$ cat config.mk
export PLATFORM = sky130hd
export DESIGN_NAME = wfg_core_burst_ctrl
export DESIGN_NICKNAME = d
export VERILOG_FILES = /design/src/rtl/wfg_core_pkg.sv /design/src/rtl/wfg_core_burst_ctrl.sv
export SDC_FILE = /design/constraint.sdc
export NUM_CORES = 1
export LEC_CHECK = 0
export ABC_CLOCK_PERIOD_IN_PS = 4900
export CORE_ASPECT_RATIO = 0.8
export CORE_MARGIN = 3
export CORE_UTILIZATION = 62
export DETAILED_ROUTE_END_ITERATION = 10
export PLACE_DENSITY = 0.85
export SETUP_SLACK_MARGIN = 0.3
export SLEW_MARGIN = 20
export SYNTH_ARGS = -nofsm -noshare
export SYNTH_HDL_FRONTEND = slang
export SYNTH_SLANG_ARGS = --single-unit
$ cat constraint.sdc
create_clock -name clk -period 4.9 [get_ports clk]
set_clock_uncertainty 0.15 [all_clocks]
set_input_delay 0.735 -clock clk [delete_from_list [all_inputs] [get_ports clk]]
set_output_delay 0.735 -clock clk [all_outputs]
set_load 0.02 [all_outputs]
$ cat src/rtl/wfg_core_pkg.sv
// Shared types and default widths for the wfg_core burst sequencer.
package wfg_core_pkg;

  typedef enum logic [1:0] {
    ST_IDLE,
    ST_RUN,
    ST_DRAIN,
    ST_GAP
  } burst_state_e;

  localparam int unsigned LEN_W_DEF = 16;
  localparam int unsigned GAP_W_DEF = 16;
  localparam int unsigned REP_W_DEF = 8;

endpackage

$ cat src/rtl/wfg_core_burst_ctrl.sv
// Burst sequencer in front of wfg_core: gates the core enable so the pattern
// runs for a programmed number of sync periods, repeated with an idle gap.
module wfg_core_burst_ctrl
  import wfg_core_pkg::*;
#(
  parameter int unsigned LEN_W = LEN_W_DEF,
  parameter int unsigned GAP_W = GAP_W_DEF,
  parameter int unsigned REP_W = REP_W_DEF
) (
  input  logic             clk,
  input  logic             rst_n,
  input  logic             ctrl_en_i,
  input  logic             start_i,
  input  logic             stop_i,
  input  logic [LEN_W-1:0] cfg_burst_len_i,
  input  logic [REP_W-1:0] cfg_repeat_i,
  input  logic [GAP_W-1:0] cfg_gap_i,
  input  logic             wfg_pat_sync_i,
  input  logic             core_active_i,
  output logic             core_en_o,
  output logic             busy_o,
  output logic             done_o,
  output logic [REP_W-1:0] burst_cnt_o
);

  localparam logic [LEN_W-1:0] LEN_ONE = LEN_W'(1);

  burst_state_e     state;
  logic             sync_q;
  logic             sync_rise;
  logic             abort_q;
  logic             last_sync;
  logic             reps_done;
  logic [LEN_W-1:0] len_q;
  logic [REP_W-1:0] rep_q;
  logic [GAP_W-1:0] gap_q;
  logic [LEN_W-1:0] sync_cnt;
  logic [GAP_W-1:0] gap_cnt;

  // Sync edge detection and burst-completion conditions
  always_comb begin
    sync_rise = wfg_pat_sync_i & ~sync_q;
    last_sync = sync_rise && (len_q != '0) && (sync_cnt == len_q - LEN_ONE);
    reps_done = (rep_q != '0) && (burst_cnt_o == rep_q);
  end

  // Sync level history, sampled every cycle regardless of state
  always_ff @(posedge clk or negedge rst_n) begin
    if (!rst_n) begin
      sync_q <= 1'b0;
    end else begin
      sync_q <= wfg_pat_sync_i;
    end
  end

  // Sequencer state, shadow configuration, counters and registered outputs
  always_ff @(posedge clk or negedge rst_n) begin
    if (!rst_n) begin
      state       <= ST_IDLE;
      core_en_o   <= 1'b0;
      busy_o      <= 1'b0;
      done_o      <= 1'b0;
      burst_cnt_o <= '0;
      abort_q     <= 1'b0;
      len_q       <= '0;
      rep_q       <= '0;
      gap_q       <= '0;
      sync_cnt    <= '0;
      gap_cnt     <= '0;
    end else begin
      done_o <= 1'b0;
      if (!ctrl_en_i) begin
        state     <= ST_IDLE;
        core_en_o <= 1'b0;
        busy_o    <= 1'b0;
        abort_q   <= 1'b0;
      end else begin
        unique case (state)
          ST_IDLE: begin
            if (start_i && !stop_i) begin
              state       <= ST_RUN;
              len_q       <= cfg_burst_len_i;
              rep_q       <= cfg_repeat_i;
              gap_q       <= cfg_gap_i;
              burst_cnt_o <= '0;
              sync_cnt    <= '0;
              abort_q     <= 1'b0;
              core_en_o   <= 1'b1;
              busy_o      <= 1'b1;
            end
          end
          ST_RUN: begin
            // Completion takes priority so a simultaneous stop still counts the burst
            if (last_sync) begin
              state       <= ST_DRAIN;
              core_en_o   <= 1'b0;
              burst_cnt_o <= (burst_cnt_o == '1) ? burst_cnt_o : burst_cnt_o + 1'b1;
              if (stop_i) abort_q <= 1'b1;
            end else if (stop_i) begin
              state     <= ST_DRAIN;
              core_en_o <= 1'b0;
              abort_q   <= 1'b1;
            end else if (sync_rise) begin
              sync_cnt <= sync_cnt + 1'b1;
            end
          end
          ST_DRAIN: begin
            if (stop_i) abort_q <= 1'b1;
            if (!core_active_i) begin
              if (abort_q || stop_i || reps_done) begin
                state   <= ST_IDLE;
                busy_o  <= 1'b0;
                done_o  <= 1'b1;
                abort_q <= 1'b0;
              end else if (gap_q == '0) begin
                state     <= ST_RUN;
                sync_cnt  <= '0;
                core_en_o <= 1'b1;
              end else begin
                state   <= ST_GAP;
                gap_cnt <= gap_q - 1'b1;
              end
            end
          end
          ST_GAP: begin
            if (stop_i) begin
              state   <= ST_DRAIN;
              abort_q <= 1'b1;
            end else if (gap_cnt == '0) begin
              state     <= ST_RUN;
              sync_cnt  <= '0;
              core_en_o <= 1'b1;
            end else begin
              gap_cnt <= gap_cnt - 1'b1;
            end
          end
          default: state <= ST_IDLE;
        endcase
      end
    end
  end

endmodule

Word level (Yosys, flattened, before mapping)
Index checks and enable logic that the tools add are counted.

Output and inout port bits: 11. Input port bits: 47. Word-level logic and storage cells: 124. Register bits: 87.

Reduce and logical (&&, ||, !) cells: 22. Muxes and demuxes: 54. Equal/unequal tests: 29. Add/sub/neg operators: 5. Bitwise operators: 2.

Operators by type and width (number): $mux W16 (14); $pmux W16 S4 (1); $sub A16 B1 Y16 const B (3); $logic_not A16 Y1 (2); $pmux W16 S2 (1); $ne A2 B2 Y1 const B (13); $mux W8 (3); $mux W1 (21); $ne A3 B3 Y1 const B (7); $mux W2 (9); $add A16 B1 Y16 const B (1); $eq A16 B16 Y1 (1); $pmux W8 S2 (1); $reduce_bool A16 Y1 (1); $reduce_and A7 Y1 (2); $reduce_and A10 Y1 (1); $add A8 B1 Y8 const B (1); $eq A8 B8 Y1 (1); $eq A8 B8 Y1 const B (1); $ne A4 B4 Y1 const B (2); $pmux W2 S4 (1); $reduce_and A4 Y1 (2); $reduce_bool A8 Y1 (1); $reduce_and A5 Y1 (1); other kinds (15) (21).

Longest topological paths before layout
Gate-level depths: netlist of run 1.

Depth after elaboration: 7. Mapped depth: 12.

Worst setup path before layout of run 1
Ideal clock, no wire load.

Path type: reg-to-reg. Start point: register len_q[2]. End point: register burst_cnt_o[4]. Clock period less this slack: 3.260 ns. Path slack: 1.640 ns. Arrival: 3.032 ns. Setup time: 0.078 ns. Cell stages (with the launch flop): 10. Path through: dfrtp_1 -> buf_6 -> or3_4 -> or4_4 -> a211oi_2 -> o21ai_1 -> or4_4 -> o21a_4 -> or4_1 -> a21oi_1.

Word-level cells in the longest chain between the ends: 5.

Ends and longest elaborated chain: start: declaration (line wfg_core_burst_ctrl.sv:34) `logic [LEN_W-1:0] len_q;`; start signal: assignment (line wfg_core_burst_ctrl.sv:82) `len_q <= cfg_burst_len_i;`; $sub A16 B1 Y16 / $reduce_bool A16 Y1 (equally long branches) (line wfg_core_burst_ctrl.sv:43) `last_sync = sync_rise && (len_q != '0) && (sync_cnt == len_q - LEN_ONE);`; $eq A16 B16 Y1 / $logic_and A1 B1 Y1 (equally long branches) (line wfg_core_burst_ctrl.sv:43); $logic_and A1 B1 Y1 (*) (line wfg_core_burst_ctrl.sv:43); $ne A2 B2 Y1 (no source line) (*); $reduce_and A5 Y1 (no source line) (*); end signal: assignment (line wfg_core_burst_ctrl.sv:97) `burst_cnt_o <= (burst_cnt_o == '1) ? burst_cnt_o : burst_cnt_o + 1'b1;`; end: declaration (line wfg_core_burst_ctrl.sv:23) `output logic [REP_W-1:0] burst_cnt_o`.

Every way passes the cells marked *; elsewhere a longest branch is shown, timed or not. A chain may end at the register's enable or synchronous reset.

Final worst setup path of run 1
Start point: register len_q[2]. End point: register sync_cnt[7].

Word-level cells in the longest chain between the ends: 5.

Ends and longest elaborated chain: $sub A16 B1 Y16 / $reduce_bool A16 Y1 (equally long branches) (line wfg_core_burst_ctrl.sv:43); $eq A16 B16 Y1 / $logic_and A1 B1 Y1 (equally long branches) (line wfg_core_burst_ctrl.sv:43); $logic_and A1 B1 Y1 (*) (line wfg_core_burst_ctrl.sv:43); $ne A2 B2 Y1 (no source line) (*); $reduce_and A10 Y1 (no source line) (*); end signal: assignment (line wfg_core_burst_ctrl.sv:104) `sync_cnt <= sync_cnt + 1'b1;`; end: declaration (line wfg_core_burst_ctrl.sv:37) `logic [LEN_W-1:0] sync_cnt;`.

Marked as above.

==> flow_metrics.tcl, run 1 <==
set metrics [dict create \
    dieArea_um2 9750 \
    antenna_found_initial 0 \
    drive_gt1_frac 0.112 \
    ys_top_cells_by_count "87 x dfrtp_1, 50 x o21ai_0, 49 x nor2_1, 47 x nand2_1, 38 x mux2_2" \
    place_ws_ps 1160 \
    synth-edff-count 0 \
    core_um2 8130 \
    cpLargestDelayFamily "simple AND/OR/NAND/NOR gates" \
    ys.flop_type "dfrtp_1" \
    dpl-instance-area_um2 5960 \
    dr.first_iter.drc_count 403 \
    path_cells "or3_4, or4_4, a211oi_2, o21ai_1, or4_4, nor3_4, o21ai_0, a21oi_1" \
    cp.required_ps 5050 \
    fp.dieH_um 88.9 \
    p_clk_frac 0.227 \
    clock.fmax_ghz 0.271 \
    cts_buffers 9 \
    final_hold_viol_count 0 \
    num_vias 4915 \
    path_common_cell "or4_4" \
    power.total_uw 2130 \
    status "completed" \
    fin_nets 679 \
    cts_root_buffer "clkbuf_8" \
    p_int_uw 1350 \
    worstMarginPinSlew_ps 1050 \
    r2r_end "sync_cnt[7]" \
    cts_hold_buf 0 \
    grt_pass1_vias 4781 \
    ys_seq_area_frac 0.408 \
    fp.dieW_um 110 \
    post-route-period-util 0.753 \
    cts_tree "built" \
    cp-end-kind "flop" \
    yosysUniqueCellTypes 64 \
    slew_headroom 0.300 \
    cts.clk_slew.worst_paths_ps 100 \
    yosys.area.top_type "dfrtp_1" \
    fin_area_um2 6150 \
    fin_setup_tns_ps 0 \
    grt-ovfl-total 0 \
    ys_ff_latch 87 \
    detailed_place_hpwl_um 10000 \
    synth.avg_cell_area_um2 9.17 \
    htree_levels 3 \
    synth.most_common_cell "dfrtp_1" \
    power.density_nw_per_um2 345 \
    p_leak_uw 0.00244 \
    slew_violations 0 \
    r2r-start "len_q[2]" \
    clockBufferDepth 2 \
    drcViolationCount 0 \
    wire_per_inst_um 18.9 \
    via_per_inst 6.64 \
    insertion_delay_ps 380 \
    critPathSlowestCell "nor3_4" \
    yosysWarnings 0 \
    p_seq_frac 0.515 \
    p_comb_frac 0.258 \
    syn_area_um2 5330 \
    num_io_pins 58 \
    dr.pass1.iters 5 \
    track_usage 0.303 \
    hp-class "in2async" \
    async_reset_ff_frac 1.00 \
    cts_resized 0 \
    reg2regPathDepth 8 \
    post_cts_buffers 0 \
    finalSetupViolations 0 \
    fin_crit_ps 3690 \
    cp_slowest_stage_delay_ps 710 \
    syn_nets 633 \
    p_sw_uw 778 \
    area_growth_pct 15.4 \
    wirelength_um 14000 \
    yosys-top-cells-area "dfrtp_1 41%, mux2_2 8.0%, o21ai_0 4.7%" \
    grt_pass1_wl_um 23000 \
    criticalPathCategory "reg2reg" \
    path_max_fanout 28 \
    grt_max_degree 46 \
    worst-path-buf-inv 0 \
    cp-start-kind "flop" \
    port_buffers 57 \
    r2r_slack_ps 1210 \
    row_count 29 \
    synth.top_cell.area_share 0.408 \
    irDropWorstVdd_mv 0.252 \
    diodes 0 \
    fin_ws_ps 1210 \
    syn_inst 581 \
    detail-route-antenna-nets 0 \
    power.switching_fraction 0.366 \
    start_util 0.656 \
    gp_congestion 0.930 \
    cap_violations 0 \
    cts.sinks 87 \
    worstPathArrival_ps 3840 \
    grt_setup_unrepaired "false" \
]
==> worst reg2reg max path, stage by stage, from the launching register on <==
cell and delay (ps):
dfrtp_1 500, or3_4 430, or4_4 480, a211oi_2 250, o21ai_1 90, or4_4 560, nor3_4 710, o21ai_0 250
a21oi_1 180
==> worst max-delay path by stage <==
stage	to	start	slack, ps	cells past startpoint
after floorplan	burst_cnt_o[4]	len_q[2]	1640	9
after global placement	sync_cnt[15]	wfg_pat_sync_i	1340	9
after detailed placement	sync_cnt[3]	wfg_pat_sync_i	1160	9
after CTS	sync_cnt[11]	len_q[2]	1280	8
after global routing	sync_cnt[7]	len_q[0]	1000	9
final	sync_cnt[7]	len_q[2]	1210	8
==> cell type report <==
type                            count  area (um2)
Inverter                           16        60.1
Sequential cell                    87        2180
Tap cell                          108         135
Fill cell                         577        1980
Multi-Input combinational cell    450        2980
Clock buffer                       10         138
Timing Repair Buffer               63         613
Clock inverter                      6        52.6
==> layout by cell type (no fill, tap or decap), drive strengths merged, types with 4 or more instances in the layout <==
cell            n
dfrtp          87
clkdlybuf4s50  56
o21ai          51
nor2           49
nand2          47
mux2           38
a21oi          36
nand3          19
inv            18
or3            16
xor2           15
nand4          14
o31ai          14
nor4           13
xnor2          12
nor3           11
clkbuf         10
and3            9
mux2i           9
or4             9
nor2b           8
and2            7
buf             7
a211o           6
o22ai           5
ha              5
a211oi          5
o211ai          4
nand2b          4
a32oi           4
clkinv          4
==> per-stage QoR <==
stage / std cells / utilization / hold WS [ps]
2_1_floorplan: 581 / - / 289
3_3_place_gp: 724 / 0.734 / 331
3_5_place_dp: 724 / 0.734 / 341
4_1_cts: 740 / 0.757 / 219
5_1_grt: 740 / 0.757 / 250
6_report: 740 / 0.757 / 217
==> cells by family after synthesis <==
kind of cell / share of synthesized area
XOR/XNOR: 0.0444
AO/OA/AOI/OAI: 0.181
multiplexers: 0.0972
buffers and inverters: 0.0340
adder cells (fa/ha/maj): 0.0117
flip-flops: 0.408
AND/OR/NAND/NOR: 0.223
==> registers in the layout (all words and copies together), names as in the netlist <==
signal       cells
busy_o           1
sync_q           1
state            2
gap_q           16
core_en_o        1
len_q           16
abort_q          1
burst_cnt_o      8
sync_cnt        16
rep_q            8
done_o           1
gap_cnt         16
==> power groups by stage <==
stage                     sequential (uW)  combinational (uW)  clock (uW)
after floorplan                      1020                 415           0
after detailed placement             1100                 540           0
after global placement               1080                 511           0
after global routing                 1110                 609         520
final                                1090                 548         483
after CTS                            1080                 543         488
==> metal layers <==
layer / share of wire / global-route usage / wire (um)
met1: 0.43 / 0.412 / 5950
met2: 0.47 / 0.488 / 6530
met3: 0.094 / 0.0830 / 1310
met4: 0.012 / 0.0781 / 165
met5: 0 / 0 / 0
Power figures use the tool's default switching activity.
==> run 2, diff against run 1 <==
Settings changed: ABC_CLOCK_PERIOD_IN_PS 4900 to 3700, CORE_UTILIZATION 62 to 57, PLACE_DENSITY 0.85 to 0.78.
Clock period 4.9 ns to 3.7 ns, I/O delays scaled along.
==> flow_metrics.tcl, run 2 (same netlist as run 1, synthesis figures left out) <==
set metrics [dict create \
    status "completed" \
    start_util 0.607 \
    placed_cells 736 \
    clockBufferDepth 2 \
    cap_violations 0 \
    wirelength_um 14400 \
    num_io_pins 58 \
    detail-route-antenna-nets 0 \
    finalSetupViolations 0 \
    insertion_delay_ps 350 \
    critPathSlowestCell "or4_4" \
    grt_max_degree 38 \
    track_usage 0.281 \
    cp_slowest_stage_delay_ps 580 \
    post-route-period-util 0.915 \
    cts.sinks 87 \
    irDropWorstVdd_mv 0.374 \
    cts.clk_slew.worst_paths_ps 70 \
    row_count 30 \
    core_um2 8780 \
    grt_pass1_wl_um 23800 \
    drcViolationCount 0 \
    grt_pass1_vias 4788 \
    fin_setup_tns_ps 0 \
    fin_nets 698 \
    detailed_place_hpwl_um 10200 \
    cp-start-kind "flop" \
    wire_per_inst_um 18.9 \
    cp-end-kind "flop" \
    cts_hold_buf 0 \
    port_buffers 57 \
    final_common_cell "dfrtp_1" \
    dieArea_um2 10600 \
    grtUsageMet2 0.428 \
    antenna_found_initial 0 \
    layout_common_cells "82 x dfrtp_1, 56 x clkdlybuf4s50_1, 50 x o21ai_0" \
    area_growth_pct 21.2 \
    cp.required_ps 3820 \
    hp-class "in2async" \
    p_leak_uw 0.00260 \
    drive_gt1_frac 0.151 \
    path_max_fanout 7 \
    grt_busiest_layer "met2" \
    dr.pass1.iters 6 \
    worstMarginPinSlew_ps 762 \
    gr-usage-met3 0.0601 \
    final_cell_count_no_fill 763 \
    slew_violations 0 \
    grt_setup_unrepaired "true" \
    diodes 0 \
    criticalPathCategory "reg2reg" \
    power.density_nw_per_um2 498 \
    worst-path-buf-inv 1 \
    fp.dieW_um 114 \
    fp.dieH_um 92.5 \
    grtUsageMet1 0.407 \
    dr.first_iter.drc_count 546 \
    htree_levels 3 \
    gp_congestion 0.928 \
    cpLargestDelayFamily "simple AND/OR/NAND/NOR gates" \
    num_vias 4968 \
    cts_root_buffer "clkbuf_16" \
    grt-ovfl-total 0 \
    fin_crit_ps 3390 \
    final_hold_viol_count 0 \
    worstPathArrival_ps 3510 \
    via_per_inst 6.51 \
    clock.fmax_ghz 0.295 \
    slew_headroom 0.490 \
    cts_buffers 9 \
    cts_tree "built" \
    path_cells "nor4_4, buf_4, a21oi_1, a211o_1, a22o_1, or4_4, o21a_4, or4_1, a21oi_2" \
]
run 2: cell types whose count changed in the layout (fill, tap and decap cells not counted), sizes merged:
cell      before  now
buf            7   25
bufinv         0    2
clkbuf        10    9
clkinv         4    1
clkinvlp       0    1
inv           18   19
o21a           2    3
run 2: area by class of cell:
class	instances	area, um2
Tap cell	112	140
Inverter	16	60.1
Fill cell	669	2330
Timing Repair Buffer	81	748
Clock buffer	9	225
Sequential cell	87	2180
Multi-Input combinational cell	451	3000
Clock inverter	7	103
run 2: worst paths after layout:
path / slack, ps / end / depth (start not counted) / startpoint
setup / recovery: 310 / burst_cnt_o[4] / 9 / len_q[5]
hold / removal: 30 / len_q[8] / 1 / rst_n
setup reg to reg: 310 / burst_cnt_o[4] / 9 / len_q[5]
hold reg to reg: 370 / gap_cnt[15] / 1 / gap_cnt[15]
max in group asynchronous: 2590 / len_q[5] / 2 / rst_n
min in group clk: 370 / gap_cnt[15] / 1 / gap_cnt[15]
run 2: metal layers:
| metal | part of all wire | routed length (um) |
|---|---|---|
| met3 | 0.094 | 1350 |
| met5 | 0 | 0 |
| met2 | 0.45 | 6440 |
| met4 | 0.016 | 231 |
| met1 | 0.44 | 6400 |
run 2: per-stage QoR:
stage	power [uW]	setup slack, ps	util	hold WS, ps	cell area [um2]
finish	3220	313	0.735	28.9	6460
global placement	2120	316	0.686	330	6030
CTS	3190	306	0.727	38.7	6390
detailed placement	2170	237	0.686	351	6030
global route	3390	245	0.735	53.6	6460
floorplan	1900	440	-	109	5330
run 2: where the power goes:
part	switching (uW)	total, uW	internal (uW)
logic	371	763	393
registers	298	1450	1150
clock network	407	1010	600
total	1080	3220	2140
run 2: what timing repair did:
action	4_1_cts	5_1_grt
endpoints found under the setup margin	4	6
resized for setup	2	6
gates cloned	0	1
setup buffers	4	6
pin swaps	1	5
run 2: worst reg2reg max path, delay by kind of cell (launching register included):
kind | cells | cell delay [ps]
buffers and inverters | 1 | 200
AOI/OAI and AO/OA | 5 | 950
DFF | 1 | 450
and+or+nand+nor | 3 | 1560
==> variant: new RTL, config.mk and constraints of run 1 <==
Change the package constant `GAP_W_DEF` from 16 to 32.
--- a/src/rtl/wfg_core_pkg.sv
+++ b/src/rtl/wfg_core_pkg.sv
@@ -10,5 +10,5 @@
 
   localparam int unsigned LEN_W_DEF = 16;
-  localparam int unsigned GAP_W_DEF = 16;
+  localparam int unsigned GAP_W_DEF = 32;
   localparam int unsigned REP_W_DEF = 8;
 
Interface: changed (resized cfg_gap_i); port bits go from 58 to 74. The function was not compared with the original's and may differ.
==> variant against run 1 <==
  * Sequential power increased by 85%
  * Synthesized cell count rose by 58%
  * Setup slack lost 0.32 ns
  * Combinational power rose to 3.5 times the old value
  * Critical path depth rose by 1
  * Area after synthesis grew 42%
  * Routed wire length grew 46%
  * Sequential cell count increased by 32
  * Critical path type unchanged
  * Maximum frequency shrank 8.0%
  * Power is 150% higher
  * Worst hold slack got worse by 0.022 ns
  * Critical endpoint is now gap_cnt[22]
  * Global-route usage increased by 1.0 points
  * Cell area grew 46%
==> variant: results (changes against run 1) <==
htree_levels: 4  # +1
viasPerCell: 6.484  # -2.4%
cts-resized-gates: 0  # unchanged
cp.arrival_ns: 4.20  # +0.36 ns
synth-async-reset-ratio_pct: 100.0  # unchanged
yosys_warnings: 0  # unchanged
grt_usage_pct: 31.34  # +1.0 points
pwr_density_cell_nw_per_um2: 589.4  # +71%
outcome: "finished, final reports clean"
worstSkewPairLatency_ns: 0.42  # +0.04 ns
first_pass_iters: 5  # unchanged
drive_above_1_share_pct: 7.528  # -3.7 points
ir_worst_vdd_v: 0.0003851  # +53%
cp_top_family: "compound AO/OA/AOI/OAI gates"
grt_pass1_wl_um: 34450  # +50%
p_seq_mw: 2.02  # +85%
synth_common_cells: "nand2_1 (206), dfrtp_1 (119), nor2_1 (90)"
slowest_delay_ns: 0.87  # +0.16 ns
port_buffers: 73  # +28%
swShare_pct: 41.82  # +5.2 points
worst_path_max_delay_cell: "dfrtp_1"
holdCritPathClass: "in -> async"
critPathMaxFanout: 57  # +100%
place_area_sq_um: 8358  # +40%
synth_cell_type_count: 84  # +31%
cts_inserted_buffers: 17  # +8
p_leak_nw: 3.841  # +57%
pwr-share-clk_pct: 25.5  # +2.8 points
fin_nets: 1038  # +53%
max-clock-path-buffers: 2  # unchanged
root_buffer: "clkbuf_16"
avgRoutedWirePerCell_um: 18.03  # -4.5%
clkTransAtPathRegs_ns: 0.06  # -0.04 ns
relSlewSlack_pct: 28.08  # -1.9 points
synth_nets: 984  # +55%
synth_area_leaders: "dfrtp_1 (39%), nand2_1 (10%), a21oi_1 (4.5%)"
drt-initial-drc-count: 969  # +140%
dp_hpwl_um: 13490  # +34%
gp_congestion: 0.9007  # -3.1%
grt_max_degree: 66  # +43%
grt_pass1_vias: 6813  # +43%
ys_seq_area_share_pct: 39.38  # -1.5 points
antenna_found_initial: 0  # unchanged
[variant: cell count changes in the layout (fill, tap and decap cells not counted), moves of 24 or more]
cell and delta:
a21oi_1 +32, dfrtp_1 +32, mux2_2 -33, nand2_1 +159
nor2_1 +41, nor3_1 +26, o21ai_0 -24
[variant: final cells by class]
class | count | area (sq um)
repair buffers | 82 | 795.8
clock inverters | 14 | 197.7
well taps | 148 | 185.2
inverters | 14 | 52.55
fillers | 833 | 2698
flip-flops and latches | 119 | 2978
clock buffers | 18 | 439.2
multi-input cells | 736 | 4347
[variant: per-layer routing]
metal	part of all wire (%)	routed length, um	global-route usage (%)
met1	45	9117	47.59
met2	44	9067	45.45
met3	8.9	1809	6.438
met4	1.9	392	8.828
met5	0	0	0
[variant: worst paths after layout]
kind	start	end	slack, ns	depth (start not counted)
max in group asynchronous	rst_n	gap_cnt[17]	3.49	2
worst min register to register	gap_cnt[31]	gap_cnt[31]	0.37	2
worst max-delay path	state[0]	gap_cnt[22]	0.89	9
worst max register to register	state[0]	gap_cnt[22]	0.89	9
min in group clk	gap_cnt[31]	gap_cnt[31]	0.37	2
worst min-delay path	rst_n	len_q[7]	0.19	1
[variant: logic make-up after synthesis]
group	count (synthesis)	share of synthesized area (%)
adder cells (fa/ha/maj)	5	0.8273
XOR/XNOR	27	3.127
multiplexers	34	4.616
AND/OR/NAND/NOR	473	30.81
buffers and inverters	61	3.259
flip-flops	119	39.38
AO/OA/AOI/OAI	197	17.99
[variant: metrics by stage]
stage          setup WS, ns  utilization [%]  cells
4_1_cts               1.027            76.93   1131
5_1_grt              0.6596            76.93   1131
3_5_place_dp          1.096            71.48   1099
6_report             0.8858            76.93   1131
2_1_floorplan        0.8093                -    916
3_3_place_gp          1.253            71.48   1099
